===== src/rtl/alu_pkg.sv =====
// Shared definitions for the ALU lanes: opcode encodings and default width.
package alu_pkg;

   localparam int DEF_WIDTH = 4;

   localparam logic [2:0] OP_AND   = 3'b000;
   localparam logic [2:0] OP_OR    = 3'b001;
   localparam logic [2:0] OP_XOR   = 3'b010;
   localparam logic [2:0] OP_XNOR  = 3'b011;
   localparam logic [2:0] OP_NAND  = 3'b100;
   localparam logic [2:0] OP_NOR   = 3'b101;
   localparam logic [2:0] OP_NOTA  = 3'b110;
   localparam logic [2:0] OP_PASSB = 3'b111;

endpackage


===== src/rtl/alu_logic_unit.sv =====
// Combinational logic function f(op, a, b) for the ALU logic lane.
module alu_logic_unit
   import alu_pkg::*;
#(
   parameter int WIDTH = DEF_WIDTH
) (
   input  logic [2:0]       op_i,
   input  logic [WIDTH-1:0] a_i,
   input  logic [WIDTH-1:0] b_i,
   output logic [WIDTH-1:0] y_o
);

   logic [WIDTH-1:0] xnor_y;

   xnor_gate #(.WIDTH(WIDTH)) u_xnor (
      .a_i (a_i),
      .b_i (b_i),
      .y_o (xnor_y)
   );

   // Select one of the eight bitwise functions.
   always_comb begin
      y_o = '0;
      case (op_i)
         OP_AND:   y_o = a_i & b_i;
         OP_OR:    y_o = a_i | b_i;
         OP_XOR:   y_o = a_i ^ b_i;
         OP_XNOR:  y_o = xnor_y;
         OP_NAND:  y_o = ~(a_i & b_i);
         OP_NOR:   y_o = ~(a_i | b_i);
         OP_NOTA:  y_o = ~a_i;
         OP_PASSB: y_o = b_i;
         default:  y_o = '0;
      endcase
   end

endmodule


===== src/rtl/xnor_gate.sv =====
// Bitwise XNOR of two vectors, one gate per bit.
module xnor_gate #(
   parameter int WIDTH = 1
) (
   input  logic [WIDTH-1:0] a_i,
   input  logic [WIDTH-1:0] b_i,
   output logic [WIDTH-1:0] y_o
);

   genvar gi;
   generate
      for (gi = 0; gi < WIDTH; gi++) begin : g_bit
         assign y_o[gi] = ~(a_i[gi] ^ b_i[gi]);
      end
   endgenerate

endmodule


===== src/rtl/alu_logic_pipe.sv =====
// Two-stage valid/ready pipe around the logic unit: operand register,
// result register with zero/ones flags, and a completed-transfer counter.
module alu_logic_pipe
   import alu_pkg::*;
#(
   parameter int WIDTH = DEF_WIDTH,
   parameter int CNT_W = 8
) (
   input  logic             clk,
   input  logic             rst_n,
   input  logic             in_valid,
   output logic             in_ready,
   input  logic [WIDTH-1:0] a_in,
   input  logic [WIDTH-1:0] b_in,
   input  logic [2:0]       op_in,
   output logic             out_valid,
   input  logic             out_ready,
   output logic [WIDTH-1:0] result_out,
   output logic             zero_out,
   output logic             ones_out,
   output logic [CNT_W-1:0] op_count
);

   logic             s1_valid_q, s1_valid_d;
   logic [WIDTH-1:0] s1_a_q, s1_a_d;
   logic [WIDTH-1:0] s1_b_q, s1_b_d;
   logic [2:0]       s1_op_q, s1_op_d;
   logic             out_valid_q, out_valid_d;
   logic [WIDTH-1:0] result_q, result_d;
   logic             zero_q, zero_d;
   logic             ones_q, ones_d;
   logic [CNT_W-1:0] count_q, count_d;

   logic             adv;
   logic             accept;
   logic             load_s2;
   logic             xfer_out;
   logic [WIDTH-1:0] f_val;

   alu_logic_unit #(.WIDTH(WIDTH)) u_unit (
      .op_i (s1_op_q),
      .a_i  (s1_a_q),
      .b_i  (s1_b_q),
      .y_o  (f_val)
   );

   // Handshake: result stage can take a new value when empty or draining;
   // no skid buffer, so in_ready depends combinationally on out_ready.
   assign adv      = !out_valid_q || out_ready;
   assign in_ready = rst_n && (!s1_valid_q || adv);
   assign accept   = in_valid && in_ready;
   assign load_s2  = s1_valid_q && adv;
   assign xfer_out = out_valid_q && out_ready;

   // Next-state for both stages and the counter; hold by default.
   always_comb begin
      s1_valid_d  = s1_valid_q;
      s1_a_d      = s1_a_q;
      s1_b_d      = s1_b_q;
      s1_op_d     = s1_op_q;
      out_valid_d = out_valid_q;
      result_d    = result_q;
      zero_d      = zero_q;
      ones_d      = ones_q;
      count_d     = count_q;

      if (accept) begin
         s1_valid_d = 1'b1;
         s1_a_d     = a_in;
         s1_b_d     = b_in;
         s1_op_d    = op_in;
      end else if (load_s2) begin
         s1_valid_d = 1'b0;
      end

      // Flags come from the very value loaded into the result register.
      if (load_s2) begin
         out_valid_d = 1'b1;
         result_d    = f_val;
         zero_d      = (f_val == '0);
         ones_d      = (f_val == {WIDTH{1'b1}});
      end else if (xfer_out) begin
         out_valid_d = 1'b0;
      end

      if (xfer_out) begin
         count_d = count_q + 1'b1;
      end
   end

   // State registers with synchronous active-low reset.
   always_ff @(posedge clk) begin
      if (!rst_n) begin
         s1_valid_q  <= 1'b0;
         s1_a_q      <= '0;
         s1_b_q      <= '0;
         s1_op_q     <= '0;
         out_valid_q <= 1'b0;
         result_q    <= '0;
         zero_q      <= 1'b0;
         ones_q      <= 1'b0;
         count_q     <= '0;
      end else begin
         s1_valid_q  <= s1_valid_d;
         s1_a_q      <= s1_a_d;
         s1_b_q      <= s1_b_d;
         s1_op_q     <= s1_op_d;
         out_valid_q <= out_valid_d;
         result_q    <= result_d;
         zero_q      <= zero_d;
         ones_q      <= ones_d;
         count_q     <= count_d;
      end
   end

   assign out_valid  = out_valid_q;
   assign result_out = result_q;
   assign zero_out   = zero_q;
   assign ones_out   = ones_q;
   assign op_count   = count_q;

endmodule


===== config.mk =====
export PLATFORM = sky130hd
export DESIGN_NAME = alu_logic_pipe
export DESIGN_NICKNAME = d
export VERILOG_FILES = /design/src/rtl/alu_pkg.sv /design/src/rtl/alu_logic_unit.sv /design/src/rtl/xnor_gate.sv /design/src/rtl/alu_logic_pipe.sv
export SDC_FILE = /design/constraint.sdc
export NUM_CORES = 1
export LEC_CHECK = 0
export ABC_AREA = 1
export BUFFER_PORTS_ARGS = -buffer_cell sky130_fd_sc_hd__buf_2
export CORE_ASPECT_RATIO = 0.9
export CORE_MARGIN = 3
export CORE_UTILIZATION = 45
export CTS_BUF_LIST = sky130_fd_sc_hd__clkbuf_4
export CTS_CLUSTER_SIZE = 16
export DETAILED_ROUTE_END_ITERATION = 8
export MAX_ROUTING_LAYER = met4
export PLACE_DENSITY_LB_ADDON = 0.1
export SLEW_MARGIN = 20
export SYNTH_ARGS = -nofsm -noshare
export SYNTH_HDL_FRONTEND = slang
export SYNTH_SLANG_ARGS = --single-unit

===== constraint.sdc =====
create_clock -name clk -period 2.93 [get_ports clk]
set_input_delay 0.586 -clock clk [delete_from_list [all_inputs] [get_ports clk]]
set_output_delay 0.586 -clock clk [all_outputs]
set_load 0.05 [all_outputs]

# --- Word level (Yosys, flattened, before mapping) ---
# Cells that the tools add are included.
classes:
  n_reduce_logical: 12
  muxes: 5
  n_bitwise: 14
  eq_ne: 8
  addsub: 1
op_table:
  columns: ["op", "n"]
  rows:
  - ["$pmux W4 S8", 1]
  - ["$eq A3 B3 Y1 const B", 4]
  - ["$not A4 Y4", 3]
  - ["$add A8 B1 Y8 const B", 1]
  - ["$eq A3 B2 Y1 const B", 2]
  - ["$and A4 B4 Y4", 1]
  - ["$eq A4 B4 Y1 const B", 1]
  - ["$logic_and A1 B1 Y1", 4]
  - ["$logic_not A4 Y1", 1]
  - ["$mux W1", 4]
  - ["$not A1 Y1", 4]
  - ["$or A4 B4 Y4", 1]
  - ["$reduce_bool A2 Y1", 2]
  - ["$xor A1 B1 Y1", 4]
  - ["$xor A4 B4 Y4", 1]
  - ["$eq A3 B1 Y1 const B", 1]
  - ["$logic_not A3 Y1", 1]
  - ["$logic_not A1 Y1", 2]
  - ["$logic_or A1 B1 Y1", 2]
totals:
  register_bits: 27
  output_inout_bits: 16
  in_bits: 15

# --- Logic depth before layout (Yosys ltp) ---
depth:
  word_depth: 6
  depth_mapped: 11
  depth_no_buf: 11

# --- Cells and area by module ---
# From an unflattened synthesis, not the netlist that was laid out.
hier_totals:
  hier_cells: 264
  hier_area_um2: 1707.9
modules_own_cells:
  columns: ["module", "seq_area_each_um2", "area_each_um2", "cells_per_inst", "instances"]
  rows:
  - ["alu_logic_pipe", 540.5, 1092.3, 151, 1]
  - ["alu_logic_unit", 0.0, 540.5, 93, 1]
  - ["xnor_gate", 0.0, 75.1, 20, 1]

# --- Least setup slack after synthesis ---
# Ideal clock, no wire load.
synth_path:
  kind: "reg2out"
  start: "register out_valid_q (netlist: out_valid)"
  end: "output port in_ready"
  path_buffers: 0
  arrival_ps: 1187
  stages_incl_launch_ff: 6
  path_slack_ps: 1157
  path_cell_list: "dfxtp_1 > nand2_1 > nor2_1 > inv_1 > nand2_1 > inv_1"
synth_between:
  elab_chain_cells: 4
synth_rtl:
  columns: ["item", "line_no", "rtl"]
  rows:
  - ["start, declared", "alu_logic_pipe.sv:28", "logic out_valid_q, out_valid_d;"]
  - ["start signal, assigned", "alu_logic_pipe.sv:108", "out_valid_q <= out_valid_d;"]
  - ["$logic_not A1 Y1", "alu_logic_pipe.sv:49", "assign adv = !out_valid_q || out_ready;"]
  - ["$logic_or A1 B1 Y1", "alu_logic_pipe.sv:49", null]
  - ["$logic_or A1 B1 Y1", "alu_logic_pipe.sv:50", "assign in_ready = rst_n && (!s1_valid_q || adv);"]
  - ["$logic_and A1 B1 Y1", "alu_logic_pipe.sv:50", null]
  - ["end, declared", "alu_logic_pipe.sv:12", "output logic in_ready,"]
# Every way passes these cells.

# --- Worst setup path after layout ---
layout_path:
  start: "input port out_ready"
  end: "output port in_ready"
layout_between:
  elab_chain_cells: 3
layout_rtl:
  columns: ["item", "line_no", "rtl"]
  rows:
  - ["start, declared", "alu_logic_pipe.sv:17", "input logic out_ready,"]
  - ["$logic_or A1 B1 Y1", "alu_logic_pipe.sv:49", null]
  - ["$logic_or A1 B1 Y1", "alu_logic_pipe.sv:50", null]
  - ["$logic_and A1 B1 Y1", "alu_logic_pipe.sv:50", null]
# Every way passes these cells.

==> metrics.cfg <==
[synth]
synth_nets=243
yosysSeqAreaShare=0.3535
syn_inst=219
netlist_area_mm2=0.001529
yosysUniqueCellTypes=23
yosysWarnings=0
synth_area_per_cell_um2=6.982
synth_seq_cells=27

[clocking]
clkTransAtPathRegs_ns=0.15
cts_setup_buffers=0
cts-root-buf=clkbuf_4
cts_repair_resize_count=0
cts.path.max_buffers=2
clock-sinks=27
cts_tree=yes
postCtsHoldBufs=0
cts_buffers=3
clk-insertion-delay-late_ns=0.33
htree_levels=1

[drt]
routed_via_density=4.955
routed-via-count=1427
drc_errors=0
drt_iter0_drc=62
wire_per_inst_um=10.70
ant_nets=0
dr.pass1.iters=4
routed_wl_um=3081

[cells_and_area]
fin_nets=271
num-fill-cells=339
seq_area_um2=540.5
multi_input_area_um2=812.0
area_growth_pct=11.62
antennaDiodeCount=0
drive_above_1_share=0.1951

[sta]
finalHoldViolCount=0
setup_viol=0
period_share=0.6384
rsz0062_at_grt=no
timing.fmax_mhz=534.6
finClkSkew_ns=0.006890
period_minus_slack_ns=1.871
hold_ws_ns=0.4420
slew-limit-headroom=0.5692
maxSlewViolCount=0
setup_tns_ns=0
tightest_slew_ns=0.6454

[critical_path]
required_ns=2.34
path_cells=buf_2 > inv_1 > nand2_1 > nor2_1 > inv_1 > nand2_1 > inv_1 > buf_2
critPathMaxFanout=3
critPathSlowestCell=buf_2
crit_buf_inv=5
cp-start-kind=input port
cp-startpoint=out_ready
critical-path-max-stage-delay_ns=0.25
reg2reg_from=s1_op_q[2]
endpoint_kind=output pin
cpMostUsedCell=inv_1
cp_top_family=buffers and inverters
worstSetupPathType=in -> out
cp.arrival_ns=1.28

[pwr]
leakage_nw=0.7959
clockPowerShare=0.221
power.density_mw_per_mm2=429.3
p_int_mw=0.4900
pwr-share-comb=0.218
design_power_total_mw=0.7326
p_seq_frac=0.561
switching_power_mw=0.2426
swShare=0.3312
peakVddDrop_mv=0.3004

[min_path]
hold_path.class=in -> reg
min_from=a_in[3]

[grt]
grt_pass1_vias=1228
grt_first_pass_wirelength_um=5464
antenna_found_initial=0
grt_usage=0.1781
grt_max_degree=23
grt-ovfl-total=0

[floorplanning]
die_x_um=67.44
rows=19
initial_core_util=0.4836
io_pins=31
die_h_um=61.30
core_mm2=0.003162
die_area_mm2=0.004134

[place]
dp_hpwl_um=2332
port_buffers=30
place.gp.congestion=0.8820

[run]
drv_cap=0

[run_status]
status=completed

## cells in the final DEF (no fill, tap or decap), drive strengths merged
cell type / n
a21oi: 7
clkinv: 1
dfxtp: 27
clkbuf: 3
nand2: 48
o21ai: 8
xnor2: 1
inv: 31
o31ai: 11
o21bai: 1
nand3b: 1
nand4: 14
nand3: 12
ha: 9
nor2: 38
buf: 31
nor3: 3
## registers in the layout, summed over array words and instances, names as in the netlist
| name | flops |
|---|---|
| ones_out | 1 |
| op_count | 8 |
| out_valid | 1 |
| result_out | 4 |
| s1_a_q | 4 |
| s1_b_q | 4 |
| s1_op_q | 3 |
| s1_valid_q | 1 |
| zero_out | 1 |
## Yosys cell counts
master	number	share of area
nand4_1	14	0.057
o21bai_1	1	0.0049
nor3_1	2	0.0065
nand3_2	4	0.026
nand3_1	8	0.026
inv_1	26	0.064
ha_1	9	0.074
buf_4	1	0.0049
xnor2_1	1	0.0057
o21ai_0	5	0.016
nand3b_1	1	0.0049
nor2_2	3	0.012
dfxtp_1	27	0.35
buf_2	3	0.0098
nor2_1	35	0.086
inv_2	5	0.012
o31ai_1	11	0.054
nor3_2	1	0.0065
buf_1	1	0.0025
a21oi_1	7	0.023
buf_6	3	0.022
nand2_1	48	0.12
o21ai_1	3	0.0098
## path summary, 6_finish.rpt
check	end	slack [ns]	cells after the start
max	in_ready	1.06	8
min	s1_a_q[3]	0.44	3
max reg2reg	ones_out	1.20	9
min reg2reg	result_out[3]	0.47	2
## cells by family after synthesis
group | after synthesis | synth area share
AND/OR/NAND/NOR | 116 | 0.3437
buffers and inverters | 39 | 0.1154
AO/OA/AOI/OAI | 27 | 0.1080
flip-flops | 27 | 0.3535
adder cells (fa/ha/maj) | 9 | 0.07365
XOR/XNOR | 1 | 0.005729
## area by class of cell
cell class / count / share of cell area
well taps: 42 / 0.03079
clock inverters: 1 / 0.002933
flip-flops and latches: 27 / 0.3167
clock buffers: 3 / 0.01320
inverters: 31 / 0.06818
multi-input cells: 153 / 0.4758
repair buffers: 31 / 0.09238
## worst register-to-register path: stages (launching register included)
cell	delay, ns
dfxtp_1	0.76
inv_2	0.16
nand3_2	0.13
nor2_1	0.05
nor3_1	0.16
nand2_1	0.11
nand3_2	0.09
nor2_1	0.05
nor2_1	0.07
nor2_1	0.04
## per-stage QoR
step                cells  utilization  setup WS (ns)  area (um2)
finish                288       0.5398          1.059        1707
global route          288       0.5398         0.9055        1707
CTS                   288       0.5398          1.047        1707
detailed placement    284       0.5311          1.054        1679
global placement      284       0.5311          1.070        1679
floorplan             219            -          1.157        1529
## per-layer routing
| layer | part of all wire | track usage | up-vias | routed length (um) |
|---|---|---|---|---|
| met2 | 0.41 | 0.2633 | 38 | 1260 |
| met4 | 0.0032 | 0.02601 | 0 | 10 |
| met3 | 0.061 | 0.03832 | 2 | 189 |
| li1 | - | - | 770 | - |
| met1 | 0.53 | 0.2545 | 617 | 1620 |
| met5 | 0 | - | - | 0 |
## power groups by stage
stage / clock network, mW / logic, mW / registers [mW]
floorplan: 0 / 0.111 / 0.432
global placement: 0 / 0.160 / 0.419
detailed placement: 0 / 0.160 / 0.419
CTS: 0.171 / 0.161 / 0.411
global route: 0.186 / 0.183 / 0.415
finish: 0.162 / 0.160 / 0.411
Note: power is estimated with default switching activity, not from simulation.
